$ cat config.mk
export PLATFORM = sky130hd
export DESIGN_NAME = lane_accumulator
export DESIGN_NICKNAME = d
export VERILOG_FILES = /design/src/rtl/lane_accumulator.sv
export SDC_FILE = /design/constraint.sdc
export NUM_CORES = 1
export LEC_CHECK = 0
export ABC_AREA = 1
export BUFFER_PORTS_ARGS = -buffer_cell sky130_fd_sc_hd__buf_2
export CAP_MARGIN = 20
export CORE_ASPECT_RATIO = 1.2
export CORE_MARGIN = 8
export CORE_UTILIZATION = 58
export DETAILED_ROUTE_END_ITERATION = 10
export GPL_TIMING_DRIVEN = 0
export PLACE_DENSITY = 0.83
export SLEW_MARGIN = 30
export SYNTH_ARGS = -nofsm -noshare
export SYNTH_HDL_FRONTEND = slang
export SYNTH_SLANG_ARGS = --single-unit
$ cat constraint.sdc
create_clock -name clk -period 2.8 [get_ports clk]
set_input_delay 0.7 -clock clk [delete_from_list [all_inputs] [get_ports clk]]
set_output_delay 0.7 -clock clk [all_outputs]
set_load 0.1 [all_outputs]
$ cat src/rtl/lane_accumulator.sv
// Frame accumulator: sums NUM_LANES signed products per beat onto a bias through a
// two-stage pipeline and reports one saturated or wrapped result per frame.
module lane_accumulator #(
   parameter int NUM_LANES = 3,
   parameter int PROD_W    = 19,
   parameter int ACC_W     = 32,
   parameter int SATURATE  = 1
) (
   input  logic                          clk,
   input  logic                          rst,
   input  logic                          start,
   input  logic [ACC_W-1:0]              bias,
   input  logic                          in_valid,
   input  logic                          in_last,
   input  logic [NUM_LANES*PROD_W-1:0]   in_data,
   output logic                          in_ready,
   output logic                          busy,
   output logic                          out_valid,
   output logic [ACC_W-1:0]              out_result,
   output logic                          out_overflow
);

   localparam int LS_W  = PROD_W + $clog2(NUM_LANES) + 1;
   // Wide enough for both operands so the lane sum is never truncated before the add.
   localparam int SUM_W = ((ACC_W >= LS_W) ? ACC_W : LS_W) + 1;
   localparam logic [ACC_W-1:0] ACC_MAX = {1'b0, {(ACC_W-1){1'b1}}};
   localparam logic [ACC_W-1:0] ACC_MIN = {1'b1, {(ACC_W-1){1'b0}}};

   typedef enum logic [1:0] {IDLE, ACCUM, DRAIN, DONE} state_t;

   state_t                         state_q, state_d;
   logic [NUM_LANES*PROD_W-1:0]    beat_q, beat_d;
   logic                           beat_vld_q, beat_vld_d;
   logic signed [LS_W-1:0]         lane_sum_q, lane_sum_d;
   logic                           sum_vld_q, sum_vld_d;
   logic signed [ACC_W-1:0]        acc_q, acc_d;
   logic                           in_ready_q, in_ready_d;
   logic                           busy_q, busy_d;
   logic                           out_valid_q, out_valid_d;
   logic [ACC_W-1:0]               out_result_q, out_result_d;
   logic                           out_overflow_q, out_overflow_d;

   logic                           accept;
   logic signed [PROD_W-1:0]       lane_prod;
   logic signed [LS_W-1:0]         lane_total;
   logic signed [SUM_W-1:0]        acc_wide;
   logic [SUM_W-ACC_W:0]           acc_top;
   logic                           acc_ovf;
   logic [ACC_W-1:0]               acc_fit;

   assign accept = in_valid && in_ready_q;

   always_comb begin
      lane_prod  = '0;
      lane_total = '0;
      for (int i = 0; i < NUM_LANES; i++) begin
         lane_prod  = beat_q[i*PROD_W +: PROD_W];
         lane_total = lane_total + LS_W'(lane_prod);
      end
   end

   // Overflow when the bits above the result's sign bit are not all copies of it.
   assign acc_wide = SUM_W'(acc_q) + SUM_W'(lane_sum_q);
   assign acc_top  = acc_wide[SUM_W-1:ACC_W-1];
   assign acc_ovf  = !((&acc_top) || !(|acc_top));
   assign acc_fit  = (acc_ovf && SATURATE != 0) ? (acc_wide[SUM_W-1] ? ACC_MIN : ACC_MAX)
                                                : acc_wide[ACC_W-1:0];

   always_comb begin
      // NOTE: every _d starts from its _q so no branch can leave a value unassigned and infer a latch.
      state_d        = state_q;
      beat_d         = beat_q;
      lane_sum_d     = lane_sum_q;
      acc_d          = acc_q;
      out_result_d   = out_result_q;
      out_overflow_d = out_overflow_q;
      out_valid_d    = 1'b0;
      beat_vld_d     = accept;
      sum_vld_d      = beat_vld_q;

      if (accept) begin
         beat_d = in_data;
      end
      if (beat_vld_q) begin
         lane_sum_d = lane_total;
      end
      if (sum_vld_q) begin
         acc_d = acc_fit;
         if (acc_ovf) begin
            out_overflow_d = 1'b1;
         end
      end

      unique case (state_q)
         IDLE: begin
            if (start) begin
               state_d        = ACCUM;
               acc_d          = bias;
               out_overflow_d = 1'b0;
            end
         end
         ACCUM: begin
            if (accept && in_last) begin
               state_d = DRAIN;
            end
         end
         DRAIN: begin
            if (!beat_vld_q && !sum_vld_q) begin
               state_d      = DONE;
               out_valid_d  = 1'b1;
               out_result_d = acc_q;
            end
         end
         DONE: begin
            state_d = IDLE;
         end
         default: state_d = IDLE;
      endcase

      in_ready_d = (state_d == ACCUM);
      busy_d     = (state_d != IDLE);
   end

   always_ff @(posedge clk) begin
      if (rst) begin
         state_q        <= IDLE;
         beat_q         <= '0;
         beat_vld_q     <= 1'b0;
         lane_sum_q     <= '0;
         sum_vld_q      <= 1'b0;
         acc_q          <= '0;
         in_ready_q     <= 1'b0;
         busy_q         <= 1'b0;
         out_valid_q    <= 1'b0;
         out_result_q   <= '0;
         out_overflow_q <= 1'b0;
      end else begin
         // NOTE: non-blocking so every flop samples the pre-edge values of the others.
         state_q        <= state_d;
         beat_q         <= beat_d;
         beat_vld_q     <= beat_vld_d;
         lane_sum_q     <= lane_sum_d;
         sum_vld_q      <= sum_vld_d;
         acc_q          <= acc_d;
         in_ready_q     <= in_ready_d;
         busy_q         <= busy_d;
         out_valid_q    <= out_valid_d;
         out_result_q   <= out_result_d;
         out_overflow_q <= out_overflow_d;
      end
   end

   assign in_ready     = in_ready_q;
   assign busy         = busy_q;
   assign out_valid    = out_valid_q;
   assign out_result   = out_result_q;
   assign out_overflow = out_overflow_q;

endmodule

==> impl_metrics.toml <==
[run_status]
status = "completed"

[min_path]
hp-start = "out_result[3]$_SDFFE_PP0P_"
hold_class = "flip-flop to flip-flop"
hold_end = "out_result[3]$_SDFFE_PP0P_"
min_delay_path_depth = 2

[logic_synthesis]
synth_cells = 1321
synth-simple-area-share_pct = 29.9
synth-compound-area-share_pct = 15.5
synthDistinctLibCells = 44
synth_warnings = 0
synth-xor-area-share_pct = 3.26
netlist_top_cells_count = "nor2_1, nand2_1, dfxtp_1, o21ai_0, inv_1"
synth_mux_area_share_pct = 0
synth-edff-count = 0
synthMostInstantiatedCell = "nor2_1"
synthArstFlopShare_pct = 0
synth_top_area_share_pct = 32.8
yosys_most_used_dff = "dfxtp_1"
synth_top_family_by_area = "simple AND/OR/NAND/NOR gates"
ys_seq_elements = 150
ys_seq_area_share_pct = 32.8
yosysTopAreaCell = "dfxtp_1"
syn-num-nets = 1487
yosys.area_share.adder_pct = 11.6
synth_area_leaders = "dfxtp_1, nor2_1, nand2_1"
synth_area_sq_um = 9140
syn_avg_cell_area_sq_um = 6.92

[floorplan]
io_pins = 130
die_area_sq_um = 20100
fp.coreArea_sq_um = 15500
die_h_um = 154
initial_core_util_pct = 58.9
die_w_um = 131
rows = 50

[sta]
layout_setup_ws_ns = 0.133
min_period_ns = 2.67
whs_ns = 0.477
slew_violations = 0
relSlewSlack_pct = 44.7
hold_viol_final = 0
final.setup_skew_ns = 0.0124
fmax_mhz = 375
setup_viol = 0
finalCritPeriodShare_pct = 95.3
worst_pin_slew_ns = 0.829
rsz0062_at_grt = "no"

[power]
switching_share_pct = 32.3
p_leak_nw = 5.20
cellPowerDensity_nw_per_um2 = 547
peakVddDrop_mv = 0.410
cell_internal_pwr_mw = 3.95
pwr-share-clk_pct = 39.5
finalPower_mw = 5.83
p_seq_share_pct = 40.6
p_switching_mw = 1.88
combPwrFrac_pct = 19.9

[cts]
path_clk_slew_ns = 0.07
tritoncts = "yes"
cts_root_buf = "clkbuf_16"
cts.sinks = 150
cts_htree_levels = 4
cts_buffer_depth = 2
clkLatencyLatePin_ns = 0.44
postCtsSetupBuffers = 0
cts_buffers = 17

[critical_path]
worstPathArrival_ns = 2.99
crit_slowest_cell = "ha_1"
cp_cell_sequence = "ha_1, a21oi_1, nand2_1, a21oi_1, nand2_2, nand2_1, nand3_1, nand2_4, nor2_8, nand2_8, buf_8, nand3_2, nor2_1, nor2_1"
path_class = "flip-flop to flip-flop"
reg2reg_from = "lane_sum_q[14]$_SDFFE_PP0P_"
crit_required_ns = 3.13
cp_slowest_stage_delay_ns = 0.37
rrSetupSlack_ns = 0.13
cp-end-kind = "flip-flop"
critPathMaxFanout = 10
crit_start = "lane_sum_q[14]$_SDFFE_PP0P_"
reg2reg_to = "acc_q[26]$_SDFF_PP0_"
cp-start-kind = "flip-flop"
r2r_cells = 14

[final_layout]
syn_to_final_growth_pct = 16.5
final_area_sq_um = 10700
n_antenna_cell = 0
final_util_pct = 68.7
layout-drive-gt1-share_pct = 14.9
final_nets = 1634

[route]
wl_mm = 30.1
drc = 0
ant_nets = 0
dr.first_iter.drc_count = 665
via_count = 9271
viasPerCell = 5.49
wl_per_cell_um = 17.8
drtPass1Iterations = 7

[grt]
antenna_found_initial = 0
grt_first_pass_wirelength_mm = 47.7
grt_max_degree = 17
grt_overflow = 0
track_usage_pct = 30.7
grt_pass1_vias = 9399

[placement]
place_ws_ns = -0.0145
globalplace.congestion = 1.08
portBuffers = 128
place_hpwl_mm = 23.9
post_dp_cell_area_sq_um = 10000

[job]
max_cap_viol_count = 0
## cell type report
class | instances | area (sq um)
inverter | 105 | 394
sequential | 150 | 3010
timing repair buffer | 128 | 641
clock buffer | 18 | 439
clock inverter | 13 | 140
tap | 208 | 260
buffer | 54 | 243
fill | 1407 | 4860
multi-input combinational | 1012 | 5530
## power groups by stage
stage | Combinational (mW) | Sequential [mW] | Clock (mW)
2_1_floorplan | 0.762 | 2.44 | 0
3_3_place_gp | 1.12 | 2.40 | 0
3_5_place_dp | 1.14 | 2.41 | 0
4_1_cts | 1.15 | 2.36 | 2.31
5_1_grt | 1.29 | 2.38 | 2.39
6_report | 1.16 | 2.36 | 2.30
## cells by family (layout without fill, tap and decap cells)
kind of cell,after synthesis,after routing
compound gates,264,264
xor+xnor,34,34
fa+ha+maj,72,72
buf+inv,159,318
flops,150,150
simple gates,642,642
## state kept, by name (all words and copies together), names as in the netlist
signal        count
state_q           2
sum_vld_q         1
in_ready          1
out_overflow      1
lane_sum_q       21
beat_q           57
busy              1
acc_q            32
beat_vld_q        1
out_result       32
out_valid         1
## cell usage in the layout (no fill, tap or decap), types with 17 or more instances in the layout
cell type	n
nor2_1	312
a21oi_1	75
o21ai_0	148
clkbuf_16	17
xor2_1	20
fa_1	19
ha_1	50
clkbuf_1	42
buf_2	130
nand2_1	228
dfxtp_1	149
nand3_1	40
nand3_2	20
inv_1	101
## per-stage QoR
stage / instances / setup TNS [ns]
CTS: 1688 / 0
global route: 1688 / 0
floorplan: 1321 / 0
finish: 1688 / 0
global placement: 1657 / 0
detailed placement: 1657 / -0.0145
## critical path, delay by kind of cell, from the launching register on
family	cells	cell delay, ns
compound gates	2	0.44
fa+ha+maj	1	0.37
buf+inv	1	0.19
flops	1	0.35
simple gates	10	1.20
## worst max-delay path by stage
stage,depth (start not counted),to,slack (ns)
after floorplan,14,lane_sum_q[13]$_SDFFE_PP0P_,0.38
after global placement,14,acc_q[4]$_SDFF_PP0_,0.01
after detailed placement,14,acc_q[27]$_SDFF_PP0_,-0.01
after CTS,14,lane_sum_q[13]$_SDFFE_PP0P_,0.04
after global routing,14,acc_q[27]$_SDFF_PP0_,0.004
final,14,acc_q[26]$_SDFF_PP0_,0.13
## per-layer routing
layer / global-route usage [%] / share of wire, % / wire [um] / vias up
li1: - / - / - / 4584
met1: 31.9 / 37 / 11300 / 4271
met2: 55.9 / 52 / 15700 / 319
met3: 5.12 / 4.9 / 1470 / 97
met4: 18.3 / 5.5 / 1660 / 0
met5: 0 / 0 / 0 / -
## what timing repair did
item	in CTS	in global routing
cloned	0	0
hold buffers	0	0
setup endpoints to repair	8	25
hold endpoints to repair	0	0
pin swaps	0	1
resized for setup	1	11
(Power assumes the default switching activity.)
